===== src/rtl/aud_pkg.sv =====
// -----------------------------------------------------------------------------
// aud_pkg
// Shared definitions for the audio record/playback path: default address and
// sample widths, the sequencer state encoding, and a small state helper.
// -----------------------------------------------------------------------------
package aud_pkg;

    localparam int ADDR_W = 20;
    localparam int DATA_W = 16;

    // Encoding is visible on o_state for the front-panel display.
    typedef enum logic [2:0] {
        ST_IDLE       = 3'd0,
        ST_REC        = 3'd1,
        ST_REC_PAUSE  = 3'd2,
        ST_PLAY       = 3'd3,
        ST_PLAY_PAUSE = 3'd4
    } aud_state_e;

    // The SRAM address follows the write pointer while a recording is open.
    function automatic logic is_rec_side(input aud_state_e s);
        return (s == ST_REC) || (s == ST_REC_PAUSE);
    endfunction

endpackage


===== src/rtl/aud_rate_ctrl.sv =====
// -----------------------------------------------------------------------------
// aud_rate_ctrl
// Playback rate control. Given the current read address, computes the address
// to use after a playback tick and flags when that address runs past the last
// recorded sample. Owns the slow-mode repeat counter.
//
// Ports:
//   i_bclk, i_rst_n  clock, asynchronous active-low reset
//   tick             playback sample tick (only asserted in PLAY)
//   clear            restart playback: repeat counter back to zero
//   i_fast           1 = skip ahead by F per tick, 0 = repeat each sample F times
//   i_speed          speed factor minus one (F = i_speed + 1)
//   rd_addr          current read address
//   end_addr         address of the last recorded sample
//   next_addr        read address after this tick
//   end_flag         next address lies beyond end_addr
// -----------------------------------------------------------------------------
module aud_rate_ctrl #(
    parameter int ADDR_W = aud_pkg::ADDR_W
) (
    input  logic              i_bclk,
    input  logic              i_rst_n,
    input  logic              tick,
    input  logic              clear,
    input  logic              i_fast,
    input  logic [2:0]        i_speed,
    input  logic [ADDR_W-1:0] rd_addr,
    input  logic [ADDR_W-1:0] end_addr,
    output logic [ADDR_W-1:0] next_addr,
    output logic              end_flag
);

    logic [2:0]      rep_cnt;
    logic            advance;
    logic [ADDR_W:0] step;
    logic [ADDR_W:0] sum;

    // The sum carries one extra bit so a step past the top of memory is seen
    // as "past the end" rather than wrapping back to a low address.
    // '>=' keeps playback moving if i_speed is lowered below the current count.
    always_comb begin
        advance = (rep_cnt >= i_speed);
        step    = '0;
        if (i_fast) begin
            step = (ADDR_W+1)'(i_speed) + (ADDR_W+1)'(1);
        end else if (advance) begin
            step = (ADDR_W+1)'(1);
        end
        sum       = {1'b0, rd_addr} + step;
        next_addr = sum[ADDR_W-1:0];
        end_flag  = (sum > {1'b0, end_addr});
    end

    always_ff @(posedge i_bclk or negedge i_rst_n) begin
        if (!i_rst_n) begin
            rep_cnt <= 3'd0;
        end else if (clear) begin
            rep_cnt <= 3'd0;
        end else if (tick) begin
            if (i_fast || advance) begin
                rep_cnt <= 3'd0;
            end else begin
                rep_cnt <= rep_cnt + 3'd1;
            end
        end
    end

endmodule


===== src/rtl/aud_rec_play_ctrl.sv =====
// -----------------------------------------------------------------------------
// aud_rec_play_ctrl
// Record/playback sequencer. Turns key pulses into recorder start/stop,
// commits each new recorder sample to SRAM, replays stored samples to the
// player at a selectable speed, and multiplexes the single SRAM port.
//
// Ports:
//   i_bclk, i_rst_n          bit clock, asynchronous active-low reset
//   i_key_rec/play/pause/stop single-cycle key pulses (stop > pause > rec > play)
//   i_fast, i_speed          playback mode and speed factor (F = i_speed + 1)
//   i_lrc                    I2S LR clock; rising edge = playback tick
//   o_rec_start, o_rec_stop  one-cycle recorder control pulses
//   i_rec_addr, i_rec_data   recorder sample counter and sample
//   o_play_en, o_play_data   player enable and sample
//   o_sram_*, i_sram_rdata   SRAM port (asynchronous read)
//   o_state                  current state for display
//   o_done                   one-cycle pulse on record-full or playback end
//
// Handshake: a write is a single cycle with o_sram_we_n low; address and data
// are registered together and held for that whole cycle. A write captured in
// the same cycle as a key always completes, even if the key leaves REC.
// -----------------------------------------------------------------------------
module aud_rec_play_ctrl #(
    parameter int                ADDR_W   = aud_pkg::ADDR_W,
    parameter int                DATA_W   = aud_pkg::DATA_W,
    parameter logic [ADDR_W-1:0] ADDR_MAX = {ADDR_W{1'b1}}
) (
    input  logic              i_bclk,
    input  logic              i_rst_n,
    input  logic              i_key_rec,
    input  logic              i_key_play,
    input  logic              i_key_pause,
    input  logic              i_key_stop,
    input  logic              i_fast,
    input  logic [2:0]        i_speed,
    input  logic              i_lrc,
    output logic              o_rec_start,
    output logic              o_rec_stop,
    input  logic [ADDR_W-1:0] i_rec_addr,
    input  logic [DATA_W-1:0] i_rec_data,
    output logic              o_play_en,
    output logic [DATA_W-1:0] o_play_data,
    output logic [ADDR_W-1:0] o_sram_addr,
    output logic [DATA_W-1:0] o_sram_wdata,
    output logic              o_sram_we_n,
    input  logic [DATA_W-1:0] i_sram_rdata,
    output logic [2:0]        o_state,
    output logic              o_done
);

    import aud_pkg::*;

    aud_state_e        state;
    logic [ADDR_W-1:0] wr_addr;
    logic [ADDR_W-1:0] rd_addr;
    logic [ADDR_W-1:0] end_addr;
    logic              has_data;
    logic [ADDR_W-1:0] rec_addr_q;
    logic              lrc_q;
    logic [ADDR_W-1:0] waddr_q;

    logic              capture;
    logic              tick;
    logic              clear;
    logic [ADDR_W-1:0] next_addr;
    logic              end_flag;

    // rec_addr_q follows i_rec_addr in every state, so increments seen while
    // paused or idle are simply absorbed and never turn into late writes.
    assign capture = (state == ST_REC) && (i_rec_addr != rec_addr_q);
    assign tick    = (state == ST_PLAY) && i_lrc && !lrc_q;
    assign clear   = (state == ST_IDLE) && !i_key_rec && i_key_play && has_data;

    assign o_state   = state;
    assign o_play_en = (state == ST_PLAY);

    // During a write strobe the latched write address wins so that the
    // address stays put even when the same edge changed state or wr_addr.
    assign o_sram_addr = !o_sram_we_n ? waddr_q
                       : (is_rec_side(state) ? wr_addr : rd_addr);

    aud_rate_ctrl #(
        .ADDR_W (ADDR_W)
    ) u_rate (
        .i_bclk    (i_bclk),
        .i_rst_n   (i_rst_n),
        .tick      (tick),
        .clear     (clear),
        .i_fast    (i_fast),
        .i_speed   (i_speed),
        .rd_addr   (rd_addr),
        .end_addr  (end_addr),
        .next_addr (next_addr),
        .end_flag  (end_flag)
    );

    always_ff @(posedge i_bclk or negedge i_rst_n) begin
        if (!i_rst_n) begin
            state        <= ST_IDLE;
            wr_addr      <= '0;
            rd_addr      <= '0;
            end_addr     <= '0;
            has_data     <= 1'b0;
            rec_addr_q   <= '0;
            lrc_q        <= 1'b0;
            waddr_q      <= '0;
            o_sram_we_n  <= 1'b1;
            o_sram_wdata <= '0;
            o_play_data  <= '0;
            o_rec_start  <= 1'b0;
            o_rec_stop   <= 1'b0;
            o_done       <= 1'b0;
        end else begin
            o_rec_start <= 1'b0;
            o_rec_stop  <= 1'b0;
            o_done      <= 1'b0;
            o_sram_we_n <= 1'b1;
            rec_addr_q  <= i_rec_addr;
            lrc_q       <= i_lrc;

            case (state)
                ST_IDLE: begin
                    if (i_key_rec) begin
                        state       <= ST_REC;
                        wr_addr     <= '0;
                        has_data    <= 1'b0;
                        o_rec_start <= 1'b1;
                    end else if (i_key_play && has_data) begin
                        state   <= ST_PLAY;
                        rd_addr <= '0;
                    end
                end

                ST_REC: begin
                    if (capture) begin
                        o_sram_we_n  <= 1'b0;
                        waddr_q      <= wr_addr;
                        o_sram_wdata <= i_rec_data;
                        end_addr     <= wr_addr;
                        has_data     <= 1'b1;
                        wr_addr      <= wr_addr + ADDR_W'(1);
                    end
                    // A write into the last word ends the recording outright.
                    if (capture && (wr_addr == ADDR_MAX)) begin
                        state      <= ST_IDLE;
                        o_rec_stop <= 1'b1;
                        o_done     <= 1'b1;
                    end else if (i_key_stop) begin
                        state      <= ST_IDLE;
                        o_rec_stop <= 1'b1;
                    end else if (i_key_pause) begin
                        state <= ST_REC_PAUSE;
                    end
                end

                ST_REC_PAUSE: begin
                    if (i_key_stop) begin
                        state      <= ST_IDLE;
                        o_rec_stop <= 1'b1;
                    end else if (i_key_pause || i_key_rec) begin
                        state <= ST_REC;
                    end
                end

                ST_PLAY: begin
                    if (tick) begin
                        o_play_data <= i_sram_rdata;
                        if (!end_flag) begin
                            rd_addr <= next_addr;
                        end
                    end
                    // The final sample is still delivered on the ending tick.
                    if (tick && end_flag) begin
                        state  <= ST_IDLE;
                        o_done <= 1'b1;
                    end else if (i_key_stop) begin
                        state <= ST_IDLE;
                    end else if (i_key_pause) begin
                        state <= ST_PLAY_PAUSE;
                    end
                end

                ST_PLAY_PAUSE: begin
                    if (i_key_stop) begin
                        state <= ST_IDLE;
                    end else if (i_key_pause || i_key_play) begin
                        state <= ST_PLAY;
                    end
                end

                default: state <= ST_IDLE;
            endcase
        end
    end

endmodule

===== config.mk =====
export PLATFORM = sky130hd
export DESIGN_NAME = aud_rec_play_ctrl
export DESIGN_NICKNAME = d
export VERILOG_FILES = /design/src/rtl/aud_pkg.sv /design/src/rtl/aud_rate_ctrl.sv /design/src/rtl/aud_rec_play_ctrl.sv
export SDC_FILE = /design/constraint.sdc
export NUM_CORES = 1
export LEC_CHECK = 0
export ABC_AREA = 0
export BUFFER_PORTS_ARGS = -buffer_cell sky130_fd_sc_hd__buf_4
export CORE_MARGIN = 5
export CORE_UTILIZATION = 40
export CTS_BUF_LIST = sky130_fd_sc_hd__clkbuf_8
export DETAILED_ROUTE_END_ITERATION = 7
export HOLD_SLACK_MARGIN = 0.06
export SETUP_SLACK_MARGIN = 0.1
export SLEW_MARGIN = 25
export SYNTH_ARGS = -nofsm -noshare
export SYNTH_HDL_FRONTEND = slang
export SYNTH_HIERARCHICAL = 1
export SYNTH_SLANG_ARGS = --single-unit

===== constraint.sdc =====
create_clock -name i_bclk -period 4.5 [get_ports i_bclk]
set_input_delay 0.675 -clock i_bclk [delete_from_list [all_inputs] [get_ports i_bclk]]
set_output_delay 0.675 -clock i_bclk [all_outputs]
set_load 0.05 [all_outputs]

# --- Yosys cells after proc, flatten, opt, wreduce, memory -nomap -nowiden ---
# Index checks and enable logic that the tools add are counted.
classes:
  n_bitwise: 0
  n_addsub: 4
  shift: 0
  n_div: 0
  order_cmp: 2
  n_reduce_logical: 24
  n_mux: 41
  multipliers: 0
  n_eq_ne: 17
op_table:
  columns: ["operator", "n"]
  rows:
  - ["20-bit two-way mux", 8]
  - ["20-bit case mux with 2 select lines", 2]
  - ["3-bit two-way mux", 15]
  - ["20-bit by 21-bit adder with 21-bit output", 1]
  - ["21-bit by 20-bit > comparator with 1-bit output", 1]
  - ["21-bit two-way mux", 1]
  - ["20-bit by 1-bit adder with 20-bit output, second input constant", 1]
  - ["20-bit == test, second input constant", 1]
  - ["20-bit inequality test", 1]
  - ["3-bit case mux with 5 select lines", 1]
  - ["1-bit two-way mux", 11]
  - ["5-bit AND reduction", 2]
  - ["1-bit logical AND", 9]
  - ["2-bit inequality test, second input constant", 4]
  - ["4-bit by 3-bit inequality test with 1-bit output, second input constant", 2]
  - ["3-bit by 2-bit == test with 1-bit output, second input constant", 2]
  - ["3-bit by 2-bit inequality test with 1-bit output, second input constant", 2]
  - ["1-bit case mux with 2 select lines", 3]
  - ["2-bit nonzero test", 3]
  - ["3-bit by 1-bit adder with 4-bit output, second input constant", 1]
  - ["1-bit logical OR", 4]
  - ["2-bit by 1-bit inequality test with 1-bit output, second input constant", 2]
  - ["2-bit AND reduction", 2]
  - ["3-bit by 1-bit adder with 3-bit output, second input constant", 1]
  - ["7 further kinds", 8]
totals:
  latch_bits: 0
  ramBits: 0
  input_bits: 63
  mem_bits_ro: 0
  regBits: 124
  output_inout_bits: 60
  wordCells: 102
  n_memories: 0

# --- Logic depth before layout (Yosys ltp) ---
# Gate-level depths: netlist (run 1).
depth:
  depth_word: 8
  mapped_depth: 27
  depth_no_buf: 27

# --- Modules after synthesis ---
# Netlist (run 1), hierarchy kept.
modules_own_cells:
  columns: ["module", "cells_per_inst", "area_per_inst_um2", "instances"]
  rows:
  - ["aud_rec_play_ctrl", 489, 5479.0, 1]
  - ["aud_rate_ctrl", 165, 1265.0, 1]

# --- Worst setup path before layout (run 1) ---
# OpenSTA, ideal clock, no wires.
synth_timing:
  path_kind: "input -> register"
  startpoint: "in i_speed[0]"
  endpoint: "reg state[2] (netlist: o_state[2])"
  n_path_buf: 0
  t_arrival_ps: 4543
  required_ps: 4419
  stages: 25
  path_slack_ps: -123
  path_cell_list: "ha_1 nand2b_1 a21o_1 a211oi_2 a21oi_1 ha_1 inv_1 fa_1 nor2b_1 o21ai_0 nand2b_2 nand2b_4 nor2_2 xor2_1 ha_1 and4_1 a221oi_1 a21boi_0 o21ai_0 o21ai_0 and3b_1 nor2b_1 a211oi_1 o21ai_1 mux2i_1"
synth_between:
  elab_chain_len: 8
  elab_cells_between_ends: 11
  cone_classes: "add/sub (2); order compare (2); eq/ne (1); mux (4); reduce/logical (2)"
synth_rtl:
  columns: ["item", "line_no", "rtl"]
  rows:
  - ["from (decl)", "aud_rec_play_ctrl.sv:35", "input logic [2:0] i_speed,"]
  - ["3-bit greater-or-equal comparator", "aud_rate_ctrl.sv:42", "advance = (rep_cnt >= i_speed);"]
  - ["1-bit two-way mux", "aud_rate_ctrl.sv:46", "end else if (advance) begin"]
  - ["21-bit two-way mux (*)", "aud_rate_ctrl.sv:44", "if (i_fast) begin"]
  - ["20-bit by 21-bit adder with 21-bit output (*)", "aud_rate_ctrl.sv:49", "sum = {1'b0, rd_addr} + step;"]
  - ["via next_addr[12]", "aud_rec_play_ctrl.sv:65", "logic [ADDR_W-1:0] next_addr;"]
  - ["21-bit by 20-bit > comparator with 1-bit output (*)", "aud_rate_ctrl.sv:51", "end_flag = (sum > {1'b0, end_addr});"]
  - ["via end_flag", "aud_rec_play_ctrl.sv:66", "logic end_flag;"]
  - ["1-bit logical AND (*)", "aud_rec_play_ctrl.sv:173", "if (tick && end_flag) begin"]
  - ["4-bit by 3-bit inequality test with 1-bit output (no source line) or 3-bit two-way mux (tied branches)", null, null]
  - ["5-bit AND reduction (no source line) or 3-bit case mux with 5 select lines (tied branches)", null, null]
  - ["to (signal assigned)", "aud_rec_play_ctrl.sv:174", "state <= ST_IDLE;"]
  - ["to (signal assigned)", "aud_rec_play_ctrl.sv:177", "state <= ST_IDLE;"]
  - ["to (signal assigned)", "aud_rec_play_ctrl.sv:179", "state <= ST_PLAY_PAUSE;"]
  - ["to (decl)", "aud_rec_play_ctrl.sv:53", "aud_state_e state;"]
# The timed path passes the listed nets; every way through them passes the cells marked *.
# A chain may end at the register's enable or synchronous reset.

# --- Worst setup path after layout (run 1) ---
layout_timing:
  startpoint: "reg u_rate.rep_cnt[0]"
  endpoint: "reg state[2] (netlist: o_state[2])"
layout_between:
  elab_chain_len: 8
  elab_cells_between_ends: 10
  cone_classes: "add/sub (1); order compare (2); eq/ne (1); mux (4); reduce/logical (2)"
layout_rtl:
  columns: ["item", "line_no", "rtl"]
  rows:
  - ["from (decl)", "aud_rate_ctrl.sv:33", "logic [2:0] rep_cnt;"]
  - ["from (signal assigned)", "aud_rate_ctrl.sv:63", "rep_cnt <= rep_cnt + 3'd1;"]
  - ["3-bit greater-or-equal comparator (*)", "aud_rate_ctrl.sv:42", null]
  - ["1-bit two-way mux (*)", "aud_rate_ctrl.sv:46", null]
  - ["21-bit two-way mux (*)", "aud_rate_ctrl.sv:44", null]
  - ["20-bit by 21-bit adder with 21-bit output (*)", "aud_rate_ctrl.sv:49", null]
  - ["via next_addr[12]", "aud_rec_play_ctrl.sv:65", null]
  - ["21-bit by 20-bit > comparator with 1-bit output (*)", "aud_rate_ctrl.sv:51", null]
  - ["via end_flag", "aud_rec_play_ctrl.sv:66", null]
  - ["1-bit logical AND (*)", "aud_rec_play_ctrl.sv:173", null]
  - ["4-bit by 3-bit inequality test with 1-bit output (no source line) or 3-bit two-way mux (tied branches)", null, null]
  - ["5-bit AND reduction (no source line) or 3-bit case mux with 5 select lines (tied branches)", null, null]
# Marks and branches as above.

==> results of run 1 <==
-- state kept, by name, summed over array words and instances, names as in the netlist --
signal	cells
o_play_data	16
has_data	1
o_rec_stop	1
o_done	1
wr_addr	20
o_rec_start	1
waddr_q	20
o_sram_we_n	1
lrc_q	1
u_rate/rep_cnt	3
o_sram_wdata	16
o_state	3
rec_addr_q	20
rd_addr	20
-- worst reg2reg max path, delay by kind of cell, from the launching register on --
family,cells,cell delay (ps)
DFF,1,370
muxes,1,220
and+or+nand+nor,9,1240
AOI/OAI and AO/OA,9,1260
xor gates and xnor gates,1,180
buffers and inverters,2,100
adders and majority gates,4,1110
-- synth_stat cells, types with 2 or more instances --
master / instances
o31ai_1: 7
a2111oi_1: 2
a21oi_1: 43
o211ai_1: 2
nor2_4: 2
nand4_1: 16
mux2i_1: 27
nor2b_1: 3
xnor2_1: 38
nor2_1: 37
a31o_2: 2
xor2_1: 4
ha_1: 30
nand2b_1: 5
or4_1: 8
nor2_2: 4
and4_1: 2
inv_1: 38
and3_1: 3
and2_1: 3
or2b_1: 3
buf_6: 2
buf_2: 5
o21ai_0: 33
or2_2: 2
clkbuf_1: 9
nand2_1: 73
or3_1: 2
dfrtp_1: 123
a21o_1: 9
nand3_1: 18
mux2_2: 50
and3b_1: 2
buf_4: 9
clkbuf_2: 3
nor3_1: 6
-- area by class of cell --
| type | instances | area share (%) |
|---|---|---|
| tap | 220 | 3.05 |
| clock inverter | 13 | 1.55 |
| multi-input combinational | 463 | 39.8 |
| sequential | 124 | 34.4 |
| inverter | 38 | 1.58 |
| timing repair buffer | 186 | 16.7 |
| clock buffer | 19 | 2.90 |
-- metrics by stage --
step                      hold slack, ps  cell area (µm²)  util (%)
final                                253             9020      54.4
after global routing                 288             9020      54.4
after CTS                            326             8720      52.6
after detailed placement             493             8060      48.6
after global placement               490             8060      48.6
after floorplan                      379             6770         -
-- routing by layer --
layer	vias to the layer above	global-route usage [%]
met5	-	0
met1	2675	21.3
li1	2627	-
met4	0	5.71
met2	131	29.7
met3	21	4.70
-- worst min-delay path by stage --
stage	endpoint	slack, ps	cells after the start
5_1_grt	waddr_q[5]	290	1
3_3_place_gp	rd_addr[14]	490	2
3_5_place_dp	o_sram_wdata[2]	490	1
6_report	waddr_q[5]	250	1
4_1_cts	rec_addr_q[15]	330	1
2_1_floorplan	has_data	380	0
-- cells by family after synthesis --
family,Yosys count,synth area share [%]
simple gates,199,15.2
flops,124,46.0
compound gates,111,9.89
mux,78,12.6
buf+inv,67,4.60
xor+xnor,43,5.70
fa+ha+maj,32,6.01
-- power by group --
group	switching [mW]	total (mW)	internal, mW
sequential	0.267	1.65	1.38
combinational	2.00	3.25	1.25
clock	0.460	0.985	0.525
-- repair_timing --
action	4_1_cts	5_1_grt
endpoints found under the setup margin	5	24
setup buffers	21	6
cloned	0	7
pin swaps	17	15
gates resized for setup	22	51
==> results.sh, run 1 <==
export IMPL_final_common_cell="buf_4"
export IMPL_critPathLaunch="u_rate/rep_cnt[0]"
export IMPL_drive_above_1_share_pct=40.2
export IMPL_worstPathArrival_ps=4930
export IMPL_dr_wl_met2_um=8970
export IMPL_rsz0062_at_grt="true"
export IMPL_fin_ws_ps=-77.5
export IMPL_synth_edf_count=0
export IMPL_r2r_slack_ps=-80
export IMPL_slowest_delay_ps=370
export IMPL_cts_sinks=124
export IMPL_drc=0
export IMPL_r2r_start="u_rate/rep_cnt[0]"
export IMPL_drv_slew=0
export IMPL_fillers=1476
export IMPL_nNetsFinal=924
export IMPL_synth_nets=748
export IMPL_synth_seq_cells=124
export IMPL_relSlewSlack_pct=32.8
export IMPL_synth_flop_cell="dfrtp_1"
export IMPL_highest_signal_layer="met4"
export IMPL_cts_buffers=17
export IMPL_pwr_density_cell_nw_per_um2=653
export IMPL_postRouteAntennaNets=0
export IMPL_insertedDiodeCount=0
export IMPL_numPortBuffers=122
export IMPL_async_flop_share_pct=100
export IMPL_total_power_mw=5.88
export IMPL_cts_hold_buffers=0
export IMPL_vias_per_cell=5.13
export IMPL_register_area_um2=3100
export IMPL_grt_ovfl_total=0
export IMPL_avgSynthCellArea_um2=10.3
export IMPL_root_buffer="clkbuf_8"
export IMPL_fp_dieH_um=140
export IMPL_crit_path_frequent_cell="o21ai_2"
export IMPL_crit_cells=26
export IMPL_grt_max_degree=74
export IMPL_worst_pin_slew_ps=1010
export IMPL_netlist_area_um2=6740
export IMPL_outcome="complete, but fails checks"
export IMPL_netlist_instances=654
export IMPL_ys_types=65
export IMPL_yosysSeqAreaShare_pct=46.0
export IMPL_fmax_mhz=218
export IMPL_top_level_ports=123
export IMPL_period_share_pct=102
export IMPL_p_leak_nw=4.19
export IMPL_multiInputGateArea_um2=3580
export IMPL_peakVddDrop_mv=0.499
export IMPL_routabilityCongestion=0.846
export IMPL_crit_end="o_state[2]"
export IMPL_dieArea_um2=19600
export IMPL_die_w_um=140
export IMPL_r2r_end="o_state[2]"
export IMPL_cts_buffer_depth=2
export IMPL_grt_pass1_vias=5697
export IMPL_fin_cells=1063
export IMPL_grt_use_total_pct=17.4
export IMPL_hold_viol=0
export IMPL_synth_area_leader_cell="dfrtp_1"
export IMPL_finalWirelength_um=17400
export IMPL_period_minus_slack_ps=4580
export IMPL_timing_setup_tns_ps=-163
export IMPL_initial_core_util_pct=40.7
export IMPL_final_cell_mix="buf_4 (174), dfrtp_1 (123), nand2_1 (64)"
export IMPL_syn2layout_area_growth_pct=33.7
export IMPL_grt_pass1_wl_um=27700
export IMPL_cts_tree="built"
export IMPL_place_inst=997
export IMPL_critPathKind="reg -> reg"
export IMPL_synth_area_leaders="dfrtp_1 (46%), mux2_2 (8.3%), ha_1 (5.6%)"
export IMPL_setup_viol=3
export IMPL_synth_top_area_share_pct=45.6
export IMPL_htreeDepth=4
export IMPL_clock_latency_ps=440
export IMPL_clkTransAtPathRegs_ps=80
export IMPL_crit_slowest_cell="dfrtp_1"
export IMPL_endpoint_kind="flop"
export IMPL_antenna_found_initial=0
export IMPL_critPathTopFamily="compound AO/OA/AOI/OAI gates"
export IMPL_wl_per_cell_um=16.4
export IMPL_cp_max_fo=5
export IMPL_place_worst_setup_slack_ps=-600
export IMPL_ys_warn_count=6
export IMPL_maxCapViolations=0
export IMPL_cp_required_ps=4850
export IMPL_via_count=5454
export IMPL_core_area_um2=16600
export IMPL_wl_met1_um=7270
export IMPL_dp_hpwl_um=11800
export IMPL_violations="setup timing"
export IMPL_wl_met3_um=939
export IMPL_ff2ff_path_depth=26
export IMPL_fin_skew_ps=11.0
export IMPL_row_count=47
export IMPL_drtIter0Drc=221
export IMPL_crit_buf_inv=2
export IMPL_hp_class="in -> async"
export IMPL_worst_setup_path_start_kind="flop"
export IMPL_first_pass_iters=5
Note: power is estimated with default switching activity, not from simulation.
==> run 2: changes to the inputs <==
--- a/config.mk
+++ b/config.mk
@@ -8,10 +8,11 @@
 export ABC_AREA = 0
 export BUFFER_PORTS_ARGS = -buffer_cell sky130_fd_sc_hd__buf_4
 export CORE_MARGIN = 5
-export CORE_UTILIZATION = 40
+export CORE_UTILIZATION = 52
 export CTS_BUF_LIST = sky130_fd_sc_hd__clkbuf_8
 export DETAILED_ROUTE_END_ITERATION = 7
 export HOLD_SLACK_MARGIN = 0.06
+export PLACE_DENSITY = 0.78
 export SETUP_SLACK_MARGIN = 0.1
 export SLEW_MARGIN = 25
 export SYNTH_ARGS = -nofsm -noshare
==> results.sh, run 2 (synthesis gave the netlist of run 1 again) <==
export IMPL_seqPwrFrac_pct=27.7
export IMPL_final_common_cell="buf_4"
export IMPL_grt_pass1_vias=5923
export IMPL_drv_slew=0
export IMPL_final_cell_mix="buf_4 (167), dfrtp_1 (123), nand2_1 (55)"
export IMPL_period_minus_slack_ps=4800
export IMPL_hp_class="in -> async"
export IMPL_multiInputGateArea_um2=3720
export IMPL_cts_tree="built"
export IMPL_p_leak_nw=4.24
export IMPL_drtIter0Drc=560
export IMPL_fmax_mhz=208
export IMPL_switching_share_pct=46.8
export IMPL_r2r_slack_ps=-300
export IMPL_register_area_um2=3100
export IMPL_via_count=5776
export IMPL_p_sw_mw=2.80
export IMPL_vias_per_cell=5.72
export IMPL_critPathTopFamily="compound AO/OA/AOI/OAI gates"
export IMPL_crit_end="o_state[2]"
export IMPL_grt_pass1_wl_um=28800
export IMPL_worstPathArrival_ps=5170
export IMPL_hold_slack_ps=215
export IMPL_top_level_ports=123
export IMPL_dp_hpwl_um=11700
export IMPL_critPathKind="reg -> reg"
export IMPL_postRouteAntennaNets=0
export IMPL_root_buffer="clkbuf_8"
export IMPL_numPortBuffers=122
export IMPL_cts_sinks=124
export IMPL_cp_max_fo=5
export IMPL_fin_ws_ps=-300
export IMPL_maxCapViolations=0
export IMPL_peakVddDrop_mv=0.501
export IMPL_routabilityCongestion=0.901
export IMPL_combPwrFrac_pct=55.8
export IMPL_relSlewSlack_pct=26.5
export IMPL_place_worst_setup_slack_ps=-668
export IMPL_initial_core_util_pct=53.2
export IMPL_row_count=41
export IMPL_endpoint_kind="flop"
export IMPL_r2r_start="u_rate/rep_cnt[0]"
export IMPL_antenna_found_initial=0
export IMPL_worst_setup_path_start_kind="flop"
export IMPL_outcome="complete, but fails checks"
export IMPL_crit_path_frequent_cell="o21ai_2"
export IMPL_critPathLaunch="u_rate/rep_cnt[0]"
export IMPL_core_area_um2=12700
export IMPL_syn2layout_area_growth_pct=35.0
export IMPL_grt_use_total_pct=24.3
export IMPL_nNetsFinal=918
export IMPL_finalWirelength_um=19200
export IMPL_slowest_delay_ps=400
export IMPL_worst_pin_slew_ps=1100
export IMPL_r2r_end="o_state[2]"
export IMPL_cts_hold_buffers=0
export IMPL_rsz0062_at_grt="true"
export IMPL_period_share_pct=107
export IMPL_first_pass_iters=5
export IMPL_cp_required_ps=4870
export IMPL_drive_above_1_share_pct=42.4
export IMPL_dieArea_um2=15300
export IMPL_clock_latency_ps=440
export IMPL_hold_viol=0
export IMPL_clkTransAtPathRegs_ps=70
export IMPL_fillers=869
export IMPL_crit_cells=25
export IMPL_p_clk_share_pct=16.4
export IMPL_crit_slowest_cell="fa_2"
export IMPL_grt_max_degree=76
export IMPL_final_util_pct=71.9
export IMPL_cts_buffers=17
export IMPL_violations="setup timing"
export IMPL_fin_skew_ps=10.5
export IMPL_wl_per_cell_um=19.0
export IMPL_pwr_density_cell_nw_per_um2=656
export IMPL_grt_ovfl_total=0
export IMPL_insertedDiodeCount=0
export IMPL_drc=0
export IMPL_total_power_mw=5.97
export IMPL_fp_dieH_um=124
export IMPL_p_int_mw=3.18
export IMPL_crit_buf_inv=2
export IMPL_die_w_um=124
export IMPL_htreeDepth=4
export IMPL_setup_viol=22
export IMPL_cts_buffer_depth=2
export IMPL_ff2ff_path_depth=25
[run 2: cell types whose count changed in the layout (fill, tap and decap cells not counted), sizes merged]
cell      previous run  this run
buf                183       178
clkbuf              22        19
clkinvlp             1         4
bufbuf               0         1
clkinv               7         6
inv                 41        40
[run 2: metrics by stage]
| stage | setup TNS, ps | instance area (µm²) | instances |
|---|---|---|---|
| finish | -3680 | 9100 | 1009 |
| global route | -6790 | 9100 | 1009 |
| CTS | -145 | 8750 | 999 |
| detailed placement | -9020 | 8000 | 951 |
| global placement | -4190 | 8000 | 951 |
| floorplan | -6.58 | 6770 | 654 |
[run 2: worst min path at each step]
stage                          from         endpoint  slack, ps  cells after the start
floorplan                   i_rst_n         has_data        380                      0
global placement    o_sram_wdata[6]  o_sram_wdata[6]        490                      1
detailed placement  o_sram_wdata[2]  o_sram_wdata[2]        500                      1
CTS                         i_rst_n    rec_addr_q[1]        210                      1
global route                i_rst_n    rec_addr_q[1]        240                      1
finish                      i_rst_n    rec_addr_q[1]        210                      1
[run 2: area by class of cell]
type                    count  area share [%]
multi-input cells         463            40.9
flip-flops and latches    124            34.1
repair buffers            180            16.8
clock buffers              18            2.72
well taps                 172            2.36
clock inverters            14            1.59
inverters                  38            1.57
[run 2: worst reg2reg max path: cells and delay by family (launching register included)]
kind                       cells  cell delay [ps]
buffers and inverters          2              100
muxes                          1              210
DFF                            1              370
and+or+nand+nor                7             1130
AOI/OAI and AO/OA             10             1460
xor gates and xnor gates       1              310
adders and majority gates      4             1130
[run 2: metal layers]
layer  global-route usage, %  up-vias  part of all wire [%]
li1                        -     2621                     -
met1                    30.6     2836                    38
met2                    40.1      252                    51
met3                    4.81       67                   6.2
met4                    11.8        0                   4.3
met5                       0        -                     0
[run 2: power by group through the flow]
stage          sequential (mW)  clock, mW  combinational (mW)
6_report                  1.66      0.982                3.34
5_1_grt                   1.70       1.06                3.51
4_1_cts                   1.65      0.994                3.21
3_5_place_dp              1.66          0                2.98
3_3_place_gp              1.64          0                2.91
2_1_floorplan             2.13          0                1.60
[run 2: timing repair]
action	CTS	global route
resized for setup	49	63
setup endpoints to repair	23	24
pin swaps	15	30
cloned	6	1
setup buffers	10	13
==> run 3: changes to the inputs <==
--- a/config.mk
+++ b/config.mk
@@ -10,6 +10,7 @@
 export CORE_MARGIN = 5
 export CORE_UTILIZATION = 52
 export CTS_BUF_LIST = sky130_fd_sc_hd__clkbuf_8
+export CTS_CLUSTER_SIZE = 25
 export DETAILED_ROUTE_END_ITERATION = 7
 export HOLD_SLACK_MARGIN = 0.06
 export PLACE_DENSITY = 0.78
==> constraint.sdc (replaced) <==
create_clock -name i_bclk -period 4.5 [get_ports i_bclk]
set_input_delay 0.45 -clock i_bclk [delete_from_list [all_inputs] [get_ports i_bclk]]
set_output_delay 0.45 -clock i_bclk [all_outputs]
set_load 0.05 [all_outputs]
==> results.sh, run 3 (synthesis gave the netlist of run 1 again) <==
export IMPL_insertedDiodeCount=0
export IMPL_antenna_found_initial=0
export IMPL_htreeDepth=4
export IMPL_worst_pin_slew_ps=717
export IMPL_highest_signal_layer="met4"
export IMPL_register_area_um2=3100
export IMPL_period_minus_slack_ps=4750
export IMPL_drv_slew=0
export IMPL_setup_viol=23
export IMPL_cts_buffer_depth=2
export IMPL_fmax_mhz=210
export IMPL_critPathKind="reg -> reg"
export IMPL_row_count=41
export IMPL_grt_max_degree=54
export IMPL_initial_core_util_pct=53.2
export IMPL_r2r_start="u_rate/rep_cnt[0]"
export IMPL_violations="setup timing"
export IMPL_crit_slowest_cell="dfrtp_1"
export IMPL_vias_per_cell=5.70
export IMPL_syn2layout_area_growth_pct=31.9
export IMPL_root_buffer="clkbuf_8"
export IMPL_fillers=880
export IMPL_final_cell_mix="buf_4 (184), dfrtp_1 (123), nand2_1 (72)"
export IMPL_outcome="complete, but fails checks"
export IMPL_relSlewSlack_pct=52.1
export IMPL_dr_wl_met2_um=9360
export IMPL_dp_hpwl_um=11900
export IMPL_cp_required_ps=4870
export IMPL_drive_above_1_share_pct=38.5
export IMPL_cts_sinks=124
export IMPL_numPortBuffers=122
export IMPL_period_share_pct=106
export IMPL_fp_dieH_um=124
export IMPL_nNetsFinal=933
export IMPL_worstHoldPathCells=1
export IMPL_drtIter0Drc=560
export IMPL_min_from="i_rec_addr[13]"
export IMPL_final_common_cell="buf_4"
export IMPL_r2r_end="o_state[1]"
export IMPL_grt_ovfl_total=0
export IMPL_finalWirelength_um=18800
export IMPL_cts_buffers=17
export IMPL_hold_end="rec_addr_q[13]"
export IMPL_dieArea_um2=15300
export IMPL_final_util_pct=70.2
export IMPL_top_level_ports=123
export IMPL_fin_ws_ps=-253
export IMPL_pwr_density_cell_nw_per_um2=666
export IMPL_slowest_delay_ps=400
export IMPL_core_area_um2=12700
export IMPL_wl_met1_um=7120
export IMPL_clkTransAtPathRegs_ps=80
export IMPL_grt_pass1_vias=5959
export IMPL_maxCapViolations=0
export IMPL_wl_per_cell_um=18.4
export IMPL_clock_latency_ps=450
export IMPL_routabilityCongestion=0.906
export IMPL_first_pass_iters=7
export IMPL_rsz0062_at_grt="true"
export IMPL_peakVddDrop_mv=0.499
export IMPL_endpoint_kind="flop"
export IMPL_worst_setup_path_start_kind="flop"
export IMPL_cts_tree="built"
export IMPL_ff2ff_path_depth=28
export IMPL_wl_met3_um=1530
export IMPL_cp_max_fo=5
export IMPL_via_count=5838
export IMPL_r2r_slack_ps=-250
export IMPL_hp_class="in -> reg"
export IMPL_hold_viol=0
export IMPL_grt_use_total_pct=24.4
export IMPL_multiInputGateArea_um2=3480
export IMPL_die_w_um=124
export IMPL_p_leak_nw=4.19
export IMPL_worstPathArrival_ps=5120
export IMPL_total_power_mw=5.93
export IMPL_drc=0
export IMPL_grt_pass1_wl_um=29000
export IMPL_fin_skew_ps=11.8
export IMPL_postRouteAntennaNets=0
-- run 3: cell types whose count changed in the layout (fill, tap and decap cells not counted), sizes merged --
cell and change:
buf +13, bufbuf -1, clkbuf +4, clkinv -1
clkinvlp -1, dlygate4sd3 +1
-- run 3: routing by layer --
metal  global-route usage [%]  vias to the layer above
met3                     7.13                       77
met2                     40.3                      310
met5                        0                        -
met1                     29.6                     2802
li1                         -                     2649
met4                     10.7                        0
-- run 3: timing repair --
| action | 4_1_cts | 5_1_grt |
|---|---|---|
| setup endpoints to repair | 24 | 25 |
| buffers inserted | 37 | 4 |
| pin swaps | 11 | 15 |
| hold buffers | 1 | 0 |
| resized for setup | 21 | 24 |
| hold endpoints to repair | 39 | 0 |
| cloned | 0 | 7 |
-- run 3: report_power, final --
group	switching (mW)	internal, mW
clock network	0.444	0.530
logic	2.03	1.27
registers	0.269	1.38
-- run 3: worst max-delay path, delay by kind of cell (launching register included) --
kind	cells	cell delay, ps
AOI/OAI and AO/OA	9	1580
xor gates and xnor gates	1	190
adders and majority gates	4	890
buffers and inverters	3	300
DFF	1	400
muxes	1	210
and+or+nand+nor	10	1130
-- run 3: worst max-delay path by stage --
stage,from,endpoint,cells after the start
after floorplan,i_speed[0],o_state[2],25
after global placement,i_speed[0],o_state[1],26
after detailed placement,i_speed[0],o_state[1],26
after CTS,u_rate/rep_cnt[0],o_state[1],26
after global routing,u_rate/rep_cnt[0],o_state[2],27
final,u_rate/rep_cnt[0],o_state[1],28
-- run 3: metrics by stage --
step / cell area, µm² / hold slack (ps) / cells / setup slack, ps / setup TNS, ps
after CTS: 8690 / 99.0 / 1017 / 65.1 / 0
after detailed placement: 7930 / 475 / 947 / -534 / -4520
after global placement: 7930 / 455 / 947 / -293 / -691
after floorplan: 6740 / 154 / 654 / 102 / 0
final: 8900 / 125 / 1024 / -253 / -1610
after global routing: 8900 / 94.1 / 1024 / -450 / -5800
-- run 3: cell type report --
type | instances | share of cell area, %
multi-input cells | 463 | 39.2
flip-flops and latches | 124 | 34.9
repair buffers | 195 | 17.5
clock buffers | 20 | 3.09
well taps | 172 | 2.42
inverters | 38 | 1.60
clock inverters | 12 | 1.38
